$ cat config.mk
export PLATFORM = sky130hd
export DESIGN_NAME = mod_key_expansion_flat
export DESIGN_NICKNAME = d
export VERILOG_FILES = /design/src/rtl/mod_key_expansion_if.sv /design/src/rtl/mod_key_expansion.sv /design/src/flat_wrapper.sv
export SDC_FILE = /design/constraint.sdc
export NUM_CORES = 2
export LEC_CHECK = 0
export CORE_MARGIN = 2
export CORE_UTILIZATION = 30
export CTS_BUF_LIST = sky130_fd_sc_hd__clkbuf_4 sky130_fd_sc_hd__clkbuf_8
export DETAILED_ROUTE_END_ITERATION = 16
export GPL_TIMING_DRIVEN = 0
export PLACE_DENSITY = 0.46
export SLEW_MARGIN = 15
export SYNTH_ARGS = -nofsm -noshare
export SYNTH_HDL_FRONTEND = slang
export SYNTH_SLANG_ARGS = --single-unit
$ cat constraint.sdc
create_clock -name clk -period 22.4 [get_ports clk]
set_input_delay 5.6 -clock clk [delete_from_list [all_inputs] [get_ports clk]]
set_output_delay 5.6 -clock clk [all_outputs]
set_load 0.005 [all_outputs]
$ cat src/rtl/mod_key_expansion_if.sv
// mod_key_expansion_if: start/key/round-key bus for the AES-256 key expander; KEYEXP_STALL_EN adds stall_keyExp
interface mod_key_expansion_if;
  logic         start_keyExp;
  logic [255:0] inp_keyExp;
  logic [127:0] outp_keyExp;
  logic         wrEn_keyExp;
  logic [3:0]   idx_keyExp;
  logic         busy_keyExp;
  logic         done_keyExp;
`ifdef KEYEXP_STALL_EN
  logic         stall_keyExp;
  modport master(output start_keyExp, inp_keyExp, stall_keyExp,
                 input outp_keyExp, wrEn_keyExp, idx_keyExp, busy_keyExp, done_keyExp);
  modport slave(input start_keyExp, inp_keyExp, stall_keyExp,
                output outp_keyExp, wrEn_keyExp, idx_keyExp, busy_keyExp, done_keyExp);
`else
  modport master(output start_keyExp, inp_keyExp,
                 input outp_keyExp, wrEn_keyExp, idx_keyExp, busy_keyExp, done_keyExp);
  modport slave(input start_keyExp, inp_keyExp,
                output outp_keyExp, wrEn_keyExp, idx_keyExp, busy_keyExp, done_keyExp);
`endif
endinterface

$ cat src/rtl/mod_key_expansion.sv
// mod_key_expansion: AES-256 key schedule, one 128-bit round key per cycle (15 keys per start).
// Optional macro KEYEXP_STALL_EN adds stall_keyExp, which freezes generation while high.
module mod_key_expansion #(
  parameter int N_RK = 15
) (
  input logic clk,
  input logic reset,
  mod_key_expansion_if.slave bus
);
  typedef enum logic [1:0] {IDLE, GEN, DONE} state_t;
  state_t state_q, state_d;
  logic [3:0] cnt_q, cnt_d, idx_q, idx_d;
  logic [127:0] k2_q, k2_d, k1_q, k1_d, out_q, out_d, nk;
  logic wr_q, wr_d, busy_q, busy_d, done_q, done_d, stall;
  logic [31:0] lw, rot, st, t, w0, w1, w2, w3;
  logic [7:0] rc;

  function automatic logic [7:0] gmul(input logic [7:0] a, input logic [7:0] b);
    logic [7:0] p, x;
    p = '0;
    x = a;
    for (int i = 0; i < 8; i++) begin
      p = b[i] ? p ^ x : p;
      x = {x[6:0], 1'b0} ^ (x[7] ? 8'h1b : 8'h00);
    end
    return p;
  endfunction

  // GF(2^8) inverse as x^254 = x^2*x^4*...*x^128, followed by the AES affine map
  function automatic logic [7:0] sbox(input logic [7:0] a);
    logic [7:0] s, r;
    s = a;
    r = 8'h01;
    for (int i = 1; i < 8; i++) begin
      s = gmul(s, s);
      r = gmul(r, s);
    end
    return r ^ {r[6:0], r[7]} ^ {r[5:0], r[7:6]} ^ {r[4:0], r[7:5]} ^ {r[3:0], r[7:4]} ^ 8'h63;
  endfunction

`ifdef KEYEXP_STALL_EN
  assign stall = bus.stall_keyExp;
`else
  assign stall = 1'b0;
`endif

  // Even keys rotate and add Rcon; odd keys only substitute
  assign lw  = k1_q[31:0];
  assign rot = cnt_q[0] ? lw : {lw[23:0], lw[31:24]};
  assign rc  = 8'h01 << (cnt_q[3:1] - 3'd1);
  assign st  = {sbox(rot[31:24]), sbox(rot[23:16]), sbox(rot[15:8]), sbox(rot[7:0])};
  assign t   = st ^ {cnt_q[0] ? 8'h00 : rc, 24'h0};
  assign w0  = k2_q[127:96] ^ t;
  assign w1  = k2_q[95:64] ^ w0;
  assign w2  = k2_q[63:32] ^ w1;
  assign w3  = k2_q[31:0] ^ w2;
  assign nk  = {w0, w1, w2, w3};

  always_comb begin
    state_d = state_q;
    cnt_d   = cnt_q;
    idx_d   = idx_q;
    k2_d    = k2_q;
    k1_d    = k1_q;
    out_d   = out_q;
    wr_d    = 1'b0;
    done_d  = 1'b0;
    busy_d  = busy_q;
    case (state_q)
      IDLE: begin
        busy_d = bus.start_keyExp;
        if (bus.start_keyExp) begin
          state_d = GEN;
          cnt_d   = '0;
          k2_d    = bus.inp_keyExp[255:128];
          k1_d    = bus.inp_keyExp[127:0];
        end
      end
      GEN: if (!stall) begin
        wr_d  = 1'b1;
        idx_d = cnt_q;
        cnt_d = cnt_q + 4'd1;
        out_d = cnt_q == 4'd0 ? k2_q : cnt_q == 4'd1 ? k1_q : nk;
        k2_d  = cnt_q >= 4'd2 ? k1_q : k2_q;
        k1_d  = cnt_q >= 4'd2 ? nk : k1_q;
        state_d = cnt_q == 4'(N_RK - 1) ? DONE : GEN;
      end
      default: begin
        done_d  = 1'b1;
        state_d = IDLE;
      end
    endcase
  end

  always_ff @(posedge clk) begin
    if (reset) begin
      state_q <= IDLE;
      cnt_q   <= '0;
      idx_q   <= '0;
      k2_q    <= '0;
      k1_q    <= '0;
      out_q   <= '0;
      wr_q    <= 1'b0;
      busy_q  <= 1'b0;
      done_q  <= 1'b0;
    end else begin
      state_q <= state_d;
      cnt_q   <= cnt_d;
      idx_q   <= idx_d;
      k2_q    <= k2_d;
      k1_q    <= k1_d;
      out_q   <= out_d;
      wr_q    <= wr_d;
      busy_q  <= busy_d;
      done_q  <= done_d;
    end
  end

  assign bus.outp_keyExp = out_q;
  assign bus.wrEn_keyExp = wr_q;
  assign bus.idx_keyExp  = idx_q;
  assign bus.busy_keyExp = busy_q;
  assign bus.done_keyExp = done_q;
endmodule
$ cat src/flat_wrapper.sv
// flat-port wrapper written by rule: the top's interface ports become plain ports
module mod_key_expansion_flat 
#(
  parameter int N_RK = 15
)
  (clk, reset, bus_start_keyExp, bus_inp_keyExp, bus_outp_keyExp, bus_wrEn_keyExp, bus_idx_keyExp, bus_busy_keyExp, bus_done_keyExp);
  mod_key_expansion_if bus_i ();
  input logic clk;
  input logic reset;
  input wire logic [$bits(bus_i.start_keyExp)-1:0] bus_start_keyExp;
  input wire logic [$bits(bus_i.inp_keyExp)-1:0] bus_inp_keyExp;
  output wire logic [$bits(bus_i.outp_keyExp)-1:0] bus_outp_keyExp;
  output wire logic [$bits(bus_i.wrEn_keyExp)-1:0] bus_wrEn_keyExp;
  output wire logic [$bits(bus_i.idx_keyExp)-1:0] bus_idx_keyExp;
  output wire logic [$bits(bus_i.busy_keyExp)-1:0] bus_busy_keyExp;
  output wire logic [$bits(bus_i.done_keyExp)-1:0] bus_done_keyExp;
  assign bus_i.start_keyExp = bus_start_keyExp;
  assign bus_i.inp_keyExp = bus_inp_keyExp;
  assign bus_outp_keyExp = bus_i.outp_keyExp;
  assign bus_wrEn_keyExp = bus_i.wrEn_keyExp;
  assign bus_idx_keyExp = bus_i.idx_keyExp;
  assign bus_busy_keyExp = bus_i.busy_keyExp;
  assign bus_done_keyExp = bus_i.done_keyExp;
  mod_key_expansion #(.N_RK(N_RK)) u_core (.clk(clk), .reset(reset), .bus(bus_i));
endmodule
==> metrics.md <==
| Metric | Value |
|---|---|
| Crit end category | flop |
| Fmax | 0.0466 GHz |
| Port buffer count | a little under 400 |
| FF+latch area | just under 8000 sq um |
| Yosys top cell area share | 17.8% |
| Crit-path leading delay family | XOR/XNOR gates |
| Design area | 88,800 sq um |
| Count of different cell masters after synthesis | 126 |
| Multi-input combinational cell area | 67,100 sq um |
| CTS Buf Count | 76 |
| DRC errors left | 0 |
| Fill cells | approximately 28,000 |
| CP peak stage delay | between 700 and 800 ps |
| Worst Path Arrival | 22,090 ps |
| Layout cells sized above 1 | under 10% |
| Die ar. | 265,000 sq um |
| Crit path depth | 66 |
| Worst hold path type | flop to flop |
| Die H | 514 um |
| Sequential area share after synthesis | roughly 10% |
| Post-synth EDFFs | 0 |
| Final period util | 95.9% |
| Nets | 11,261 |
| Core Footprint | 259,000 sq um |
| Final Skew | 45.8 ps |
| Placed Instances | about 14,000 |
| Outcome | finished, final reports clean |
| Final Critical Period | approximately 21,000 ps |
| Root buf cell | clkbuf_8 |
| Avg Vias per Cell | about 5.6 |
| Syn Nets | 10,782 |
| Max Cap Viol | 0 |
| RSZ-0062 raised after global routing | false |
| # clock sinks | 397 |
| RePlAce Congestion | ~1 |
| R2R cell count | 66 |
| Row count | 187 |
| DP Area | slightly below 90,000 sq um |
| Vias in the first global route | 77,236 |
| Synthesized flop and latch total | between 300 and 400 |
| Synth area leader | xnor2_1 |
| Die Wd | 514 um |
| Fin. max-slew vios | 0 |
| Synth Flop Type | dfxtp_1 |
| Initial antenna violation count | 8 |
| Worst Setup Slack post-DPL | -745 ps |
| Gr ovfl total | 0 |
| First DRT Iteration DRCs | about 8,400 |
| HPWL Detailed | ~290,000 um |
| Worst Path Buf+Inv | 16 |
| Synthesis-to-finish area growth | 13.7% |
| Max stage delay cell, worst path | xnor2_1 |
| I/O Pins | 394 |
| ANT nets after route | 0 |
| Required @ worst endpoint | 23,010 ps |
| Post-synth ARST share | 0% |
| Post-CTS Hold Fix Bufs | 0 |
| Final Setup Violations | 0 |
| Max clock buf depth | 3 |
| Total Routing Usage GR | a little over a quarter |
| Worst-Margin Slew | between 1000 and 1500 ps |
| Synth area leaders | xnor2_1 (18%), xnor3_1 (10%), dfxtp_1 (10%), nor2_1 (7.1%), nand2_1 (6.8%) |
| Accumulated negative setup slack | 0 ps |
| CP max FO | 10 |
| First-pass GRT wire length | ~540,000 um |
| Synth Warn # | 0 |
| Starting Density | ~30% |
| Post-route insts no fill | about 14,000 |
| Largest net degree at the start of global routing | 13 |
| Synth Instances | roughly 11,000 |
| Max-slew headroom | between 10% and 20% |
| CTS tree | yes |
| CP Launch Type | flop |
| Clock transition at path regs | roughly 60 ps |
| Drt total wl | about 370,000 um |
| Setup slack after layout | 923 ps |
| WL/cell | between 20 and 30 um |
| CP Class | flop to flop |
| Final Hold Viols | 0 |
| Worst hold stages | 2 |
| Synth Cell Area | 78,100 sq um |
| DR pass1 iterations | 6 |
| Vias | 80,893 |
| Worst skew pair latency | 730 ps |
| Avg Cell Area, Syn | 7.44 sq um |
| Htree depth | 3 |
==> repair_timing <==
action                                  4_1_cts  5_1_grt
setup buffers                                 0        2
endpoints found under the setup margin       23      157
pin swaps                                     0        3
hold endpoints to repair                      0        0
resized for setup                             6       92
==> layer usage <==
metal | global-route usage, % | vias to the layer above | wire length [um]
met5 | 0 | - | 18
met4 | 11.3 | 4 | 18900
met2 | 43.3 | 3566 | 166000
li1 | - | 37252 | -
met1 | 35.1 | 39379 | 158000
met3 | 3.60 | 692 | 26200
==> layout make-up <==
class	count	area share, %
repair buffers	401	4.52
clock buffers	116	1.63
plain buffers	790	3.85
flip-flops and latches	397	8.95
clock inverters	16	0.203
diodes	6	0.0169
inverters	111	0.469
multi-input cells	9202	75.6
well taps	3402	4.79
==> kinds of logic (layout without fill, tap and decap cells) <==
family                   Yosys count  after routing  share of synthesized area [%]
XOR/XNOR                        2715           2715                           40.2
multiplexers                     344            344                           4.73
flip-flops                       397            397                           10.2
AND/OR/NAND/NOR                 3817           3817                           20.8
buffers and inverters            901           1434                           4.89
other                              0              6                              0
AO/OA/AOI/OAI                   2301           2301                           18.9
adder cells (fa/ha/maj)           25             25                          0.394
==> path summary, 6_finish.rpt <==
path / start / end / slack [ps]
hold / removal: u_core.bus.outp_keyExp[48] / u_core.bus.outp_keyExp[48] / 460
setup / recovery: u_core.cnt_q[0] / u_core.k1_q[4] / 920
hold reg to reg: u_core.bus.outp_keyExp[48] / u_core.bus.outp_keyExp[48] / 460
setup reg to reg: u_core.cnt_q[0] / u_core.k1_q[4] / 920
==> worst register-to-register path, delay by kind of cell (launching register included) <==
family / cells / cell delay, ps
xor+xnor: 31 / 12500
buf+inv: 16 / 4020
mux: 4 / 1480
fa+ha+maj: 3 / 1010
simple gates: 7 / 990
compound gates: 5 / 840
flops: 1 / 550
==> stage by stage <==
stage	hold slack, ps	utilization (%)
2_1_floorplan	439	-
3_3_place_gp	441	33.3
3_5_place_dp	434	33.4
4_1_cts	454	34.0
5_1_grt	478	34.3
6_report	456	34.3
==> cells in the mapped netlist, types with 94 or more instances <==
cell type  number
a211oi_1       94
a21oi_1       671
a311oi_1      145
buf_2         153
clkbuf_1      500
dfxtp_1       397
mux2i_1       260
nand2_1      1418
nand3_1       221
nor2_1       1486
nor3_1        233
o21ai_0       493
o22ai_1       124
xnor2_1      1590
xnor2_2       106
xnor3_1       356
xor2_1        525
==> layout by cell type, fill, tap and decap left out, types with 355 or more instances in the layout <==
master	count
a21oi_1	671
clkbuf_1	488
clkdlybuf4s50_1	392
dfxtp_1	397
nand2_1	1418
nor2_1	1484
o21ai_0	493
xnor2_1	1538
xnor3_1	355
xor2_1	505
==> registers in the layout, summed over array words and instances (netlist names) <==
| signal | cells |
|---|---|
| u_core.bus.done_keyExp | 1 |
| u_core.k1_q | 128 |
| u_core.bus.busy_keyExp | 1 |
| u_core.state_q | 2 |
| u_core.bus.idx_keyExp | 4 |
| u_core.cnt_q | 4 |
| u_core.bus.wrEn_keyExp | 1 |
| u_core.bus.outp_keyExp | 128 |
| u_core.k2_q | 128 |
Power is left out: the tool's default activity adds up to more than one toggle a clock period on the data nets, which glitch-free logic cannot reach.
